$ cat src/rtl/de0_nano_dbg_panel.sv
// Board debug front-end: key debounce, CPU clock-enable,
// register address latch and windowed LED display.
module de0_nano_dbg_panel #(
  parameter int NUM_KEYS   = 2,
  parameter int DEB_CYCLES = 250000,
  parameter int DIV_LOG2   = 23,
  parameter int DATA_W     = 32,
  parameter int LED_W      = 8,
  parameter int SW_W       = 4
) (
  input  logic                clkIn,
  input  logic                rst_n,
  input  logic [NUM_KEYS-1:0] key_n,
  input  logic [SW_W-1:0]     sw,
  input  logic                runMode,
  input  logic [DATA_W-1:0]   regData,
  output logic [4:0]          regAddr,
  output logic                cpuEn,
  output logic [NUM_KEYS-1:0] keyPulse,
  output logic [LED_W-1:0]    led
);

  localparam int W     = LED_W - 1;
  localparam int NWIN  = (DATA_W + W - 1) / W;
  localparam int WIN_W = (NWIN > 1) ? $clog2(NWIN) : 1;
  localparam int CNT_W = $clog2(DEB_CYCLES);
  localparam int PAD_W = NWIN * W;

  localparam logic [CNT_W-1:0] DEB_LAST = CNT_W'(DEB_CYCLES - 1);
  localparam logic [WIN_W-1:0] WIN_LAST = WIN_W'(NWIN - 1);

  logic [NUM_KEYS-1:0]            k_s0;
  logic [NUM_KEYS-1:0]            k_s1;
  logic [NUM_KEYS-1:0]            k_stb;
  logic [NUM_KEYS-1:0][CNT_W-1:0] k_cnt;

  logic [1:0]          run_s;
  logic [DIV_LOG2-1:0] div_q;
  logic [DIV_LOG2-1:0] div_nx;
  logic                en_nx;
  logic                hb;

  logic [SW_W-1:0]  sw_s;
  logic             sw_chg;
  logic [WIN_W-1:0] win_q;
  logic [WIN_W-1:0] win_nx;
  logic [PAD_W-1:0] pad;
  logic [W-1:0]     disp_nx;
  logic [W-1:0]     disp_q;

  // Synchronise keys, accept a level once stable, pulse on press
  always_ff @(posedge clkIn or negedge rst_n) begin
    if (!rst_n) begin
      k_s0     <= '1;
      k_s1     <= '1;
      k_stb    <= '1;
      k_cnt    <= '0;
      keyPulse <= '0;
    end else begin
      k_s0 <= key_n;
      k_s1 <= k_s0;
      for (int i = 0; i < NUM_KEYS; i++) begin
        keyPulse[i] <= 1'b0;
        if (k_s1[i] == k_stb[i]) begin
          k_cnt[i] <= '0;
        end else if (k_cnt[i] == DEB_LAST) begin
          k_cnt[i]    <= '0;
          k_stb[i]    <= k_s1[i];
          keyPulse[i] <= ~k_s1[i];
        end else begin
          k_cnt[i] <= k_cnt[i] + CNT_W'(1);
        end
      end
    end
  end

  // Divider runs only in free-run mode; enable fires while it is all-ones
  always_comb begin
    div_nx = '0;
    en_nx  = keyPulse[0];
    if (run_s[1]) begin
      div_nx = div_q + DIV_LOG2'(1);
      en_nx  = &div_nx;
    end
  end

  // Run-mode sync, divider, enable and heartbeat registers
  always_ff @(posedge clkIn or negedge rst_n) begin
    if (!rst_n) begin
      run_s <= '0;
      div_q <= '0;
      cpuEn <= 1'b0;
      hb    <= 1'b0;
    end else begin
      run_s <= {run_s[0], runMode};
      div_q <= div_nx;
      cpuEn <= en_nx;
      hb    <= hb ^ en_nx;
    end
  end

  assign sw_chg = (sw_s != regAddr[SW_W-1:0]);
  assign pad    = PAD_W'(regData);

  // Window select: a new address returns to window 0 before any advance
  always_comb begin
    win_nx = win_q;
    if (sw_chg) begin
      win_nx = '0;
    end else if (keyPulse[1]) begin
      win_nx = (win_q == WIN_LAST) ? '0 : win_q + WIN_W'(1);
    end
    disp_nx = pad[win_q*W +: W];
  end

  // Switch synchroniser, window index and display registers
  always_ff @(posedge clkIn or negedge rst_n) begin
    if (!rst_n) begin
      sw_s    <= '0;
      regAddr <= '0;
      win_q   <= '0;
      disp_q  <= '0;
    end else begin
      sw_s    <= sw;
      regAddr <= 5'(sw_s);
      win_q   <= win_nx;
      disp_q  <= disp_nx;
    end
  end

  assign led = {disp_q, hb};

endmodule

$ cat config.mk
export PLATFORM = sky130hd
export DESIGN_NAME = de0_nano_dbg_panel
export DESIGN_NICKNAME = d
export VERILOG_FILES = /design/src/rtl/de0_nano_dbg_panel.sv
export SDC_FILE = /design/constraint.sdc
export NUM_CORES = 1
export LEC_CHECK = 0
export CAP_MARGIN = 20
export CORE_MARGIN = 2
export CORE_UTILIZATION = 55
export DETAILED_ROUTE_END_ITERATION = 8
export GPL_TIMING_DRIVEN = 0
export PLACE_DENSITY_LB_ADDON = 0.1
export SLEW_MARGIN = 20
export SYNTH_ARGS = -nofsm -noshare
export SYNTH_HDL_FRONTEND = slang
export SYNTH_SLANG_ARGS = --single-unit
$ cat constraint.sdc
create_clock -name clkIn -period 3 [get_ports clkIn]
set_clock_uncertainty 0.2 [all_clocks]
set_input_delay 0.6 -clock clkIn [delete_from_list [all_inputs] [get_ports clkIn]]
set_output_delay 0.6 -clock clkIn [all_outputs]
set_load 0.02 [all_outputs]
==> run metrics <==
Num CTS Buffers 9; Placed Area 4990 um2; area taken by multi-input logic gates 1950 um2; Syn Nets 450; DRC violations left 0; final hold vios 0; hold crit path type reg -> reg; post-synth top area share 48.5%; Die X-Extent 92.3 um; Via Count between 3000 and 4000; setup bufs post-CTS 0; Util after Layout about two thirds; unrepaired setup endpoints after global routing false; FFs w/ async S/R, synth 100%; Max-slew headroom 52.2%; Iter 0 DRT Violations 149; final WL 8110 um; fin. max-slew vios 0; Routed Antenna Nets 0; crit path DAT 2.64 ns; maximum vdd drop 253 uV; Die Area 8510 um2; Mapped Area 4280 um2; Setup CP Type reg -> reg; Netlist cell types 46; clk_lat worst skew 0.36 ns; vias in the first global route approximately 3000; Critical Path Start Type register; Rows 32; endpoint class of the critical path register; Synth Register Bits 89; dominant synthesized flop cell dfrtp_1; Post-synth EDFFs 0; Total Routing Usage GR 20.9%; layout cells sized above 1 under 10%; first-pass GRT wire length 14000 um; area delta synth->final 21.1%; status finished, final reports clean; initial antenna violation count 0; met3 WL 236 um; Vias per Instance 5.35; RD Place Congestion 0.777; top post-synthesis cells by area dfrtp_1 48%, xnor2_1 5.7%, xor2_1 5.7%; io pins 57; Static Leak about 2.2 nW; post-route cell area between 5000 and 6000 um2; Die H 92.3 um; CTS tree yes; Setup Viol. Count Final 0; most common cell after layout, fill and taps aside dfrtp_1; Ys Warns 0; worst-case clock buffer depth 2; M1 WL 3900 um; largest area contributor in the netlist dfrtp_1; final net count slightly above 500; crit-path max FO 7; routed length per instance 14.1 um; top routing layer in use met4; setup total negative slack 0 ns; CORE AREA around 7600 um2; Fillers between 600 and 700; Seq/Total Area, Yosys between 50% and 60%; Mean Syn Cell Area ~11 um2; Worst Path Required around 3.1 ns; worst-margin pin slew 0.717 ns; Antenna Cells 0; fin crit share 85.5%; hpwl dp 5670 um; max frequency 390 MHz; largest net degree at the start of global routing 61; CTS Root Cell clkbuf_8; H-tree depth 3; met2 wire len 3850 um; P per Cell Area 422 nW/um2; Buffers on Ports 55; Synth Instances around 400; most frequent cells in the layout 83 x dfrtp_1, 54 x clkdlybuf4s50_1, 50 x nor2_1; Max Cap Violations 0; total power 2.19 mW; CTS sink count 89; GR Overflow Total 0; Starting Density 56.0%; first-pass detailed-route iteration total 4; min Tclk post-route 2.56 ns; sequential cell area 2230 um2; Worst-path clk slew 0.09 ns
-- sequential cells by signal, summed over array words and instances, names as in the netlist, 3 cells and up --
| signal | count |
|---|---|
| div_q | 23 |
| k_cnt | 36 |
| win_q | 3 |
| disp_q | 7 |
| regAddr | 4 |
| sw_s | 4 |
-- path summary, 6_finish.rpt --
kind	startpoint	endpoint	slack, ns	cells past startpoint
worst min-delay path	k_s0[1]	k_s1[1]	0.16	0
worst max-delay path	div_q[0]	hb	0.44	8
worst min register to register	k_s0[1]	k_s1[1]	0.16	0
worst max register to register	div_q[0]	hb	0.44	8
max in group asynchronous	rst_n	k_stb[0]	1.43	3
min in group asynchronous	rst_n	div_q[5]	0.50	2
-- worst max-delay path, cell delays in order, from the launching register on --
cell       delay (ns)
dfrtp_1          0.46
ha_1             0.32
or2b_1           0.26
o21ai_0          0.17
a32o_1           0.16
o2111ai_1        0.17
nor4b_2          0.30
a41o_1           0.25
xor2_1           0.18
-- where the power goes --
group | leakage, nW | internal [mW] | total (mW) | switching, mW
Combinational | 0.910 | 0.0890 | 0.162 | 0.0728
Sequential | 1.18 | 1.22 | 1.24 | 0.0174
Clock | 0.0842 | 0.349 | 0.784 | 0.435
-- final cells by class --
| cell class | count | area share, % |
|---|---|---|
| inverter | 9 | 0.651 |
| clock buffer | 11 | 2.92 |
| sequential | 89 | 43.1 |
| buffer | 14 | 1.35 |
| clock inverter | 5 | 0.748 |
| multi-input combinational | 290 | 37.5 |
| timing repair buffer | 57 | 11.3 |
| tap | 102 | 2.46 |
-- through the flow --
stage | instances | setup slack, ns | hold slack, ns
4_1_cts | 577 | 0.381 | 0.151
3_3_place_gp | 559 | -2.06 | 0.146
6_report | 577 | 0.436 | 0.158
5_1_grt | 577 | 0.131 | 0.150
2_1_floorplan | 402 | 0.834 | 0.104
3_5_place_dp | 560 | 0.410 | 0.148
-- per-layer routing --
metal / global-route usage, % / vias to the layer above
met3: 3.37 / 12
met2: 31.9 / 56
li1: - / 1510
met4: 9.33 / 0
met1: 29.7 / 1510
met5: 0 / -
-- logic make-up after synthesis --
family	share of synthesized area [%]
buf+inv	2.42
xor+xnor	11.4
mux	4.21
compound gates	4.00
fa+ha+maj	2.04
simple gates	23.6
other cells	0.0875
flops	52.2
-- synthesized netlist by cell type, types with 7 or more instances --
library cell   n
and3_1         8
nor2_1        50
dfrtp_1       83
xor2_1        28
o21ai_0        9
xnor2_1       28
nor2b_1        9
clkbuf_1       8
nand2_1       25
ha_1           7
nor3_1         8
inv_1          9
nand3_1       36
and2_1        17
nor4_1         7
mux4_2         7
-- what timing repair did --
item	CTS	global route
hold buffers	1	0
endpoints found under the hold margin	29	0
resized for setup	0	0
Note: power is estimated with default switching activity, not from simulation.
==> edit 1: new RTL, config.mk and constraints unchanged <==
Put a register stage on the output `led`, with the module's reset. The value now appears one clock later. The other outputs are not delayed to match.
--- a/src/rtl/de0_nano_dbg_panel.sv
+++ b/src/rtl/de0_nano_dbg_panel.sv
@@ -129,5 +129,11 @@
   end
 
-  assign led = {disp_q, hb};
+  always_ff @(posedge clkIn or negedge rst_n) begin
+    if (!rst_n) begin
+      led <= '0;
+    end else begin
+      led <= {disp_q, hb};
+    end
+  end
 
 endmodule
Function: changed (a bounded check fails within 4 cycles, from zero or initial values and one cycle with rst_n low).
==> edit 1 against the original RTL <==
Worst hold slack worse by 0.0040 ns. Global-route usage fell by 0.42 points. Sequential cell count grew 8. Setup slack lost 0.0069 ns. Synthesized area grew 4.5%. Cell area is 4.5% higher. Sequential share of layout area is 1.8 points higher. Total power increased by 12%. Count of clock-buffer cells in the layout shrank 1. Wire length increased by 0.70%. Critical path type unchanged. Highest routed layer unchanged.
==> edit 1: results (changes against the original RTL) <==
----------------------------------------------------
[Global routing]
  Total GRT Usage ... 0.205 (was 0.209)
  Global-route wire length before repair ... 14300 µm (was 14000 µm)
  Maximum number of pins on one net before global-route repair ... 67 (was 61)
  Fraction of met1 tracks used by global routing ... 0.274 (was 0.297)
  Global routing met2 resource utilization ... 0.324 (was 0.319)
  Met3 layer usage reported by global route ... 0.0441 (was 0.0337)

[Hold path]
  End point of the worst hold path ... led[7] (was k_s1[1])
  Hold Startpoint ... disp_q[6] (was k_s0[1])

[Synthesis]
  Portion of the post-synthesis area used by sequential elements ... 0.544 (was 0.522)
  Synth top area cells ... dfrtp_1, xnor2_1, xor2_1, nor2_1, nand3_1 (unchanged)
  Synthesis-stage register bit count ... 97 (was 89)
  Complex-gate fraction of the synthesized area ... 0.0383 (was 0.0400)
  Synth top cells by count ... dfrtp_1, nor2_1, nand3_1 (unchanged)
  Syn Nets ... 457 (was 450)
  Xor/xnor share of the synthesized area ... 0.110 (was 0.114)
  Share of cell area taken by muxes after synthesis ... 0.0402 (was 0.0421)
  Adder-cell share of the synthesized area ... 0.0196 (was 0.0204)

[Finish]
  Clock buf/inv share ... 0.0420 (was 0.0367)
  Count of plain and timing-repair buffers in the layout ... 70 (was 71)
  Sequential portion of the cell area ... 0.449 (was 0.431)
  Share of cells above drive strength 1 ... 0.0913 (was 0.0947)
  Largest registers ... k_cnt x36, div_q x23, led x8 (was k_cnt x36, div_q x23, disp_q x7)
  Fill cell total of the finished layout ... 589 (was 611)
  Area occupied by multi-input gates ... 0.00195 mm² (unchanged)
  Non-clock buffering overhead in the final layout ... 0.120 (was 0.126)
  Clock tree buffer count of the final layout ... 10 (was 11)
  Antenna diodes ... 0 (unchanged)
  Final #Nets ... 525 (was 518)

[Timing]
  Pin slew with the least headroom to its limit ... 0.664 ns (was 0.717 ns)

[Worst setup path]
  Worst path slowest cell ... clkbuf_1 (was dfrtp_1)
  Reg-to-reg critical path endpoint ... k_cnt[12] (was hb)
  Worst setup path startpoint ... k_cnt[0] (was div_q[0])
  Arr. time, crit path ... 2.60 ns (was 2.64 ns)
  CP top delay family ... simple AND/OR/NAND/NOR gates (was compound AO/OA/AOI/OAI gates)
  Crit path max fanout ... 10 (was 7)
  Stage delay of the slowest cell on the critical path ... 0.39 ns (was 0.46 ns)

[Die]
  Tapcell count ... 102 (unchanged)

[Pwr]
  Largest vdd supply drop ... 0.000246 V (was 0.000253 V)
  Internal power ... 0.00192 W (was 0.00166 W)
  Leakage power figure ... 2.29 nW (was 2.17 nW)

[Placement]
  Placed cell areas ... 0.00518 mm² (was 0.00499 mm²)
  Post-detailed-placement half-perimeter wirelength ... 5900 µm (was 5670 µm)
  Count of buffers inserted at the top-level ports ... 55 (unchanged)
  GP Congestion ... 0.865 (was 0.777)

[Status]
  Run status ... finished, final reports clean (unchanged)

[Route]
  First-iteration detailed-routing DRC count ... 123 (was 149)
  Total wirelength of the detailed-routed design ... 8170 µm (was 8110 µm)
  Vias ... 3150 (was 3088)

[Clock network]
  Clk buf depth ... 2 (unchanged)
  Clock transition at path regs ... 0.10 ns

----------------------------------------------------
edit 1: cell types whose count changed after synthesis, sizes merged:
cell   delta
dfrtp     +8
buf       -1
edit 1: how the worst max path moves through the flow:
| stage | end | slack (ns) |
|---|---|---|
| 3_3_place_gp | disp_q[3] | -2.34 |
| 5_1_grt | k_cnt[12] | 0.12 |
| 4_1_cts | k_cnt[12] | 0.40 |
| 3_5_place_dp | k_cnt[12] | 0.43 |
| 6_report | k_cnt[12] | 0.43 |
| 2_1_floorplan | hb | 0.83 |
edit 1: logic make-up (layout without fill, tap and decap cells):
kind of cell,after synthesis,after routing
AND/OR/NAND/NOR,190,190
flip-flops,97,97
XOR/XNOR,56,56
AO/OA/AOI/OAI,27,27
buffers and inverters,22,95
multiplexers,9,9
adder cells (fa/ha/maj),7,7
other,1,1
edit 1: layer usage:
metal,share of wire,routed length (µm)
met5,0,0
met4,0.020,163
met3,0.055,452
met2,0.48,3900
met1,0.45,3650
edit 1: through the flow:
stage          utilization  cells  worst slack, ns  total power [W]  hold WS, ns
6_report             0.694    584            0.430          0.00246        0.154
5_1_grt              0.694    584            0.125          0.00257        0.163
4_1_cts              0.694    584            0.402          0.00249        0.155
3_5_place_dp         0.664    567            0.428          0.00155        0.135
3_3_place_gp         0.660    566            -2.34          0.00154        0.132
2_1_floorplan            -    409            0.834          0.00144        0.104
edit 1: power by group through the flow:
stage / sequential (W) / clock (W) / combinational, W
after floorplan: 0.00139 / 0 / 0.0000475
after global placement: 0.00138 / 0 / 0.000159
after detailed placement: 0.00138 / 0 / 0.000168
after CTS: 0.00136 / 0.000964 / 0.000170
after global routing: 0.00136 / 0.00103 / 0.000183
final: 0.00136 / 0.000939 / 0.000165
edit 1: what timing repair did:
item	CTS	global route
hold buffers	1	0
endpoints found under the setup margin	0	0
endpoints found under the hold margin	31	0
==> edit 2: new RTL, same flow settings <==
Made on the original files. Set the parameter `DIV_LOG2` to 46 (it was 23).
--- a/src/rtl/de0_nano_dbg_panel.sv
+++ b/src/rtl/de0_nano_dbg_panel.sv
@@ -4,5 +4,5 @@
   parameter int NUM_KEYS   = 2,
   parameter int DEB_CYCLES = 250000,
-  parameter int DIV_LOG2   = 23,
+  parameter int DIV_LOG2   = 46,
   parameter int DATA_W     = 32,
   parameter int LED_W      = 8,
Formal check against the unedited RTL: no difference found for any inputs over 10 cycles, from zero or initial values and one cycle with rst_n low; that may be too few to reach the edited logic, so the function may still have changed.
==> edit 2 against the original RTL <==
Die area up 31%. Worst hold slack worse by 0.0038 ns. Wire length up 45%. Largest cell class is now multi-input combinational cells. Critical endpoint unchanged. Largest power group unchanged. Sequential share of layout area down 1.7 points. Total power up 18%. Sequential cell count up 23. Cell area up 31%. Synthesized area up 33%. Sequential power up 25%. Combinational power up 7%. Setup slack worse by 0.30 ns.
==> edit 2: results (changes against the original RTL) <==
----------------------------------------------------
[Global routing]
  Met3 layer usage reported by global route ... 0.0470 (was 0.0337)
  Maximum number of pins on one net before global-route repair ... 77 (was 61)
  Fraction of met1 tracks used by global routing ... 0.300 (was 0.297)
  Number of global-route vias before repair ... 4244 (was 2973)

[Placement]
  Post-detailed-placement half-perimeter wirelength ... 8260 µm (was 5670 µm)
  Placed cell areas ... 0.00644 mm² (was 0.00499 mm²)
  GP Congestion ... 0.894 (was 0.777)

[Finish]
  Clock tree buffer count of the final layout ... 9 (was 11)
  Area taken by flip-flops and latches ... 0.00282 mm² (was 0.00223 mm²)
  Inverters, non-clock ... 13 (was 9)
  Count of plain and timing-repair buffers in the layout ... 84 (was 71)
  Clock buf/inv share ... 0.0278 (was 0.0367)
  Largest registers ... div_q x46, k_cnt x36, disp_q x7 (was k_cnt x36, div_q x23, disp_q x7)

[Synthesis]
  Complex-gate fraction of the synthesized area ... 0.0514 (was 0.0400)
  Adder-cell share of the synthesized area ... 0.0154 (was 0.0204)
  Mapped cell area ... 0.00570 mm² (was 0.00428 mm²)
  Syn Nets ... 604 (was 450)
  Mapped Cells ... 556 (was 402)
  Xor/xnor share of the synthesized area ... 0.118 (was 0.114)
  Synthesis-stage register bit count ... 112 (was 89)
  Synth top area cells ... dfrtp_1, xnor2_1, xor2_1, and2_1, nor2_1 (was dfrtp_1, xnor2_1, xor2_1, nor2_1, nand3_1)

[Die]
  Tapcell count ... 136 (was 102)

[Route]
  Detailed route wirelength on metal3 ... 360 µm (was 236 µm)
  Drt pass-1 iters ... 6 (was 4)
  WL per Instance ... 15.3 µm (was 14.1 µm)
  WL met1 ... 5300 µm (was 3900 µm)
  Met2 wire length ... 5810 µm (was 3850 µm)
  First-iteration detailed-routing DRC count ... 129 (was 149)

[Timing]
  Smallest hold slack ... 0.154 ns (was 0.158 ns)
  Pin slew with the least headroom to its limit ... 0.668 ns (was 0.717 ns)

[Status]
  Run status ... finished, final reports clean (unchanged)

[Hold path]
  End point of the worst hold path ... run_s[1] (was k_s1[1])
  Hold Startpoint ... run_s[0] (was k_s0[1])

[Worst setup path]
  Cell depth of the worst flop-to-flop path ... 9 (was 8)
  Reg-to-reg slack, setup ... 0.13 ns (was 0.44 ns)
  Stage delay of the slowest cell on the critical path ... 0.54 ns (was 0.46 ns)
  Crit path max fanout ... 8 (was 7)
  Worst path slowest cell ... or4_4 (was dfrtp_1)
  CP top delay family ... simple AND/OR/NAND/NOR gates (was compound AO/OA/AOI/OAI gates)

[Clock network]
  Clock transition at path regs ... 0.11 ns (was 0.09 ns)

----------------------------------------------------
edit 2: power groups by stage:
stage | Combinational, W | Clock (W) | Sequential [W]
2_1_floorplan | 0.0000486 | 0 | 0.00159
3_3_place_gp | 0.000167 | 0 | 0.00158
3_5_place_dp | 0.000176 | 0 | 0.00158
4_1_cts | 0.000178 | 0.000878 | 0.00155
5_1_grt | 0.000193 | 0.000942 | 0.00156
6_report | 0.000173 | 0.000849 | 0.00155
edit 2: stage by stage:
stage          setup TNS, ns  utilization  setup WS [ns]
6_report                   0        0.668          0.133
5_1_grt              -0.0212        0.668        -0.0212
4_1_cts                    0        0.659        0.00248
3_5_place_dp         -0.0682        0.633        -0.0682
3_3_place_gp         -328.46        0.630          -3.01
2_1_floorplan              0            -          0.273
edit 2: timing repair:
action                                  in CTS  in global routing
endpoints found under the hold margin       36                  0
setup buffers                                7                  4
pin swaps                                    3                  5
resized for setup                            6                 21
endpoints found under the setup margin       1                  2
hold buffers                                 1                  0
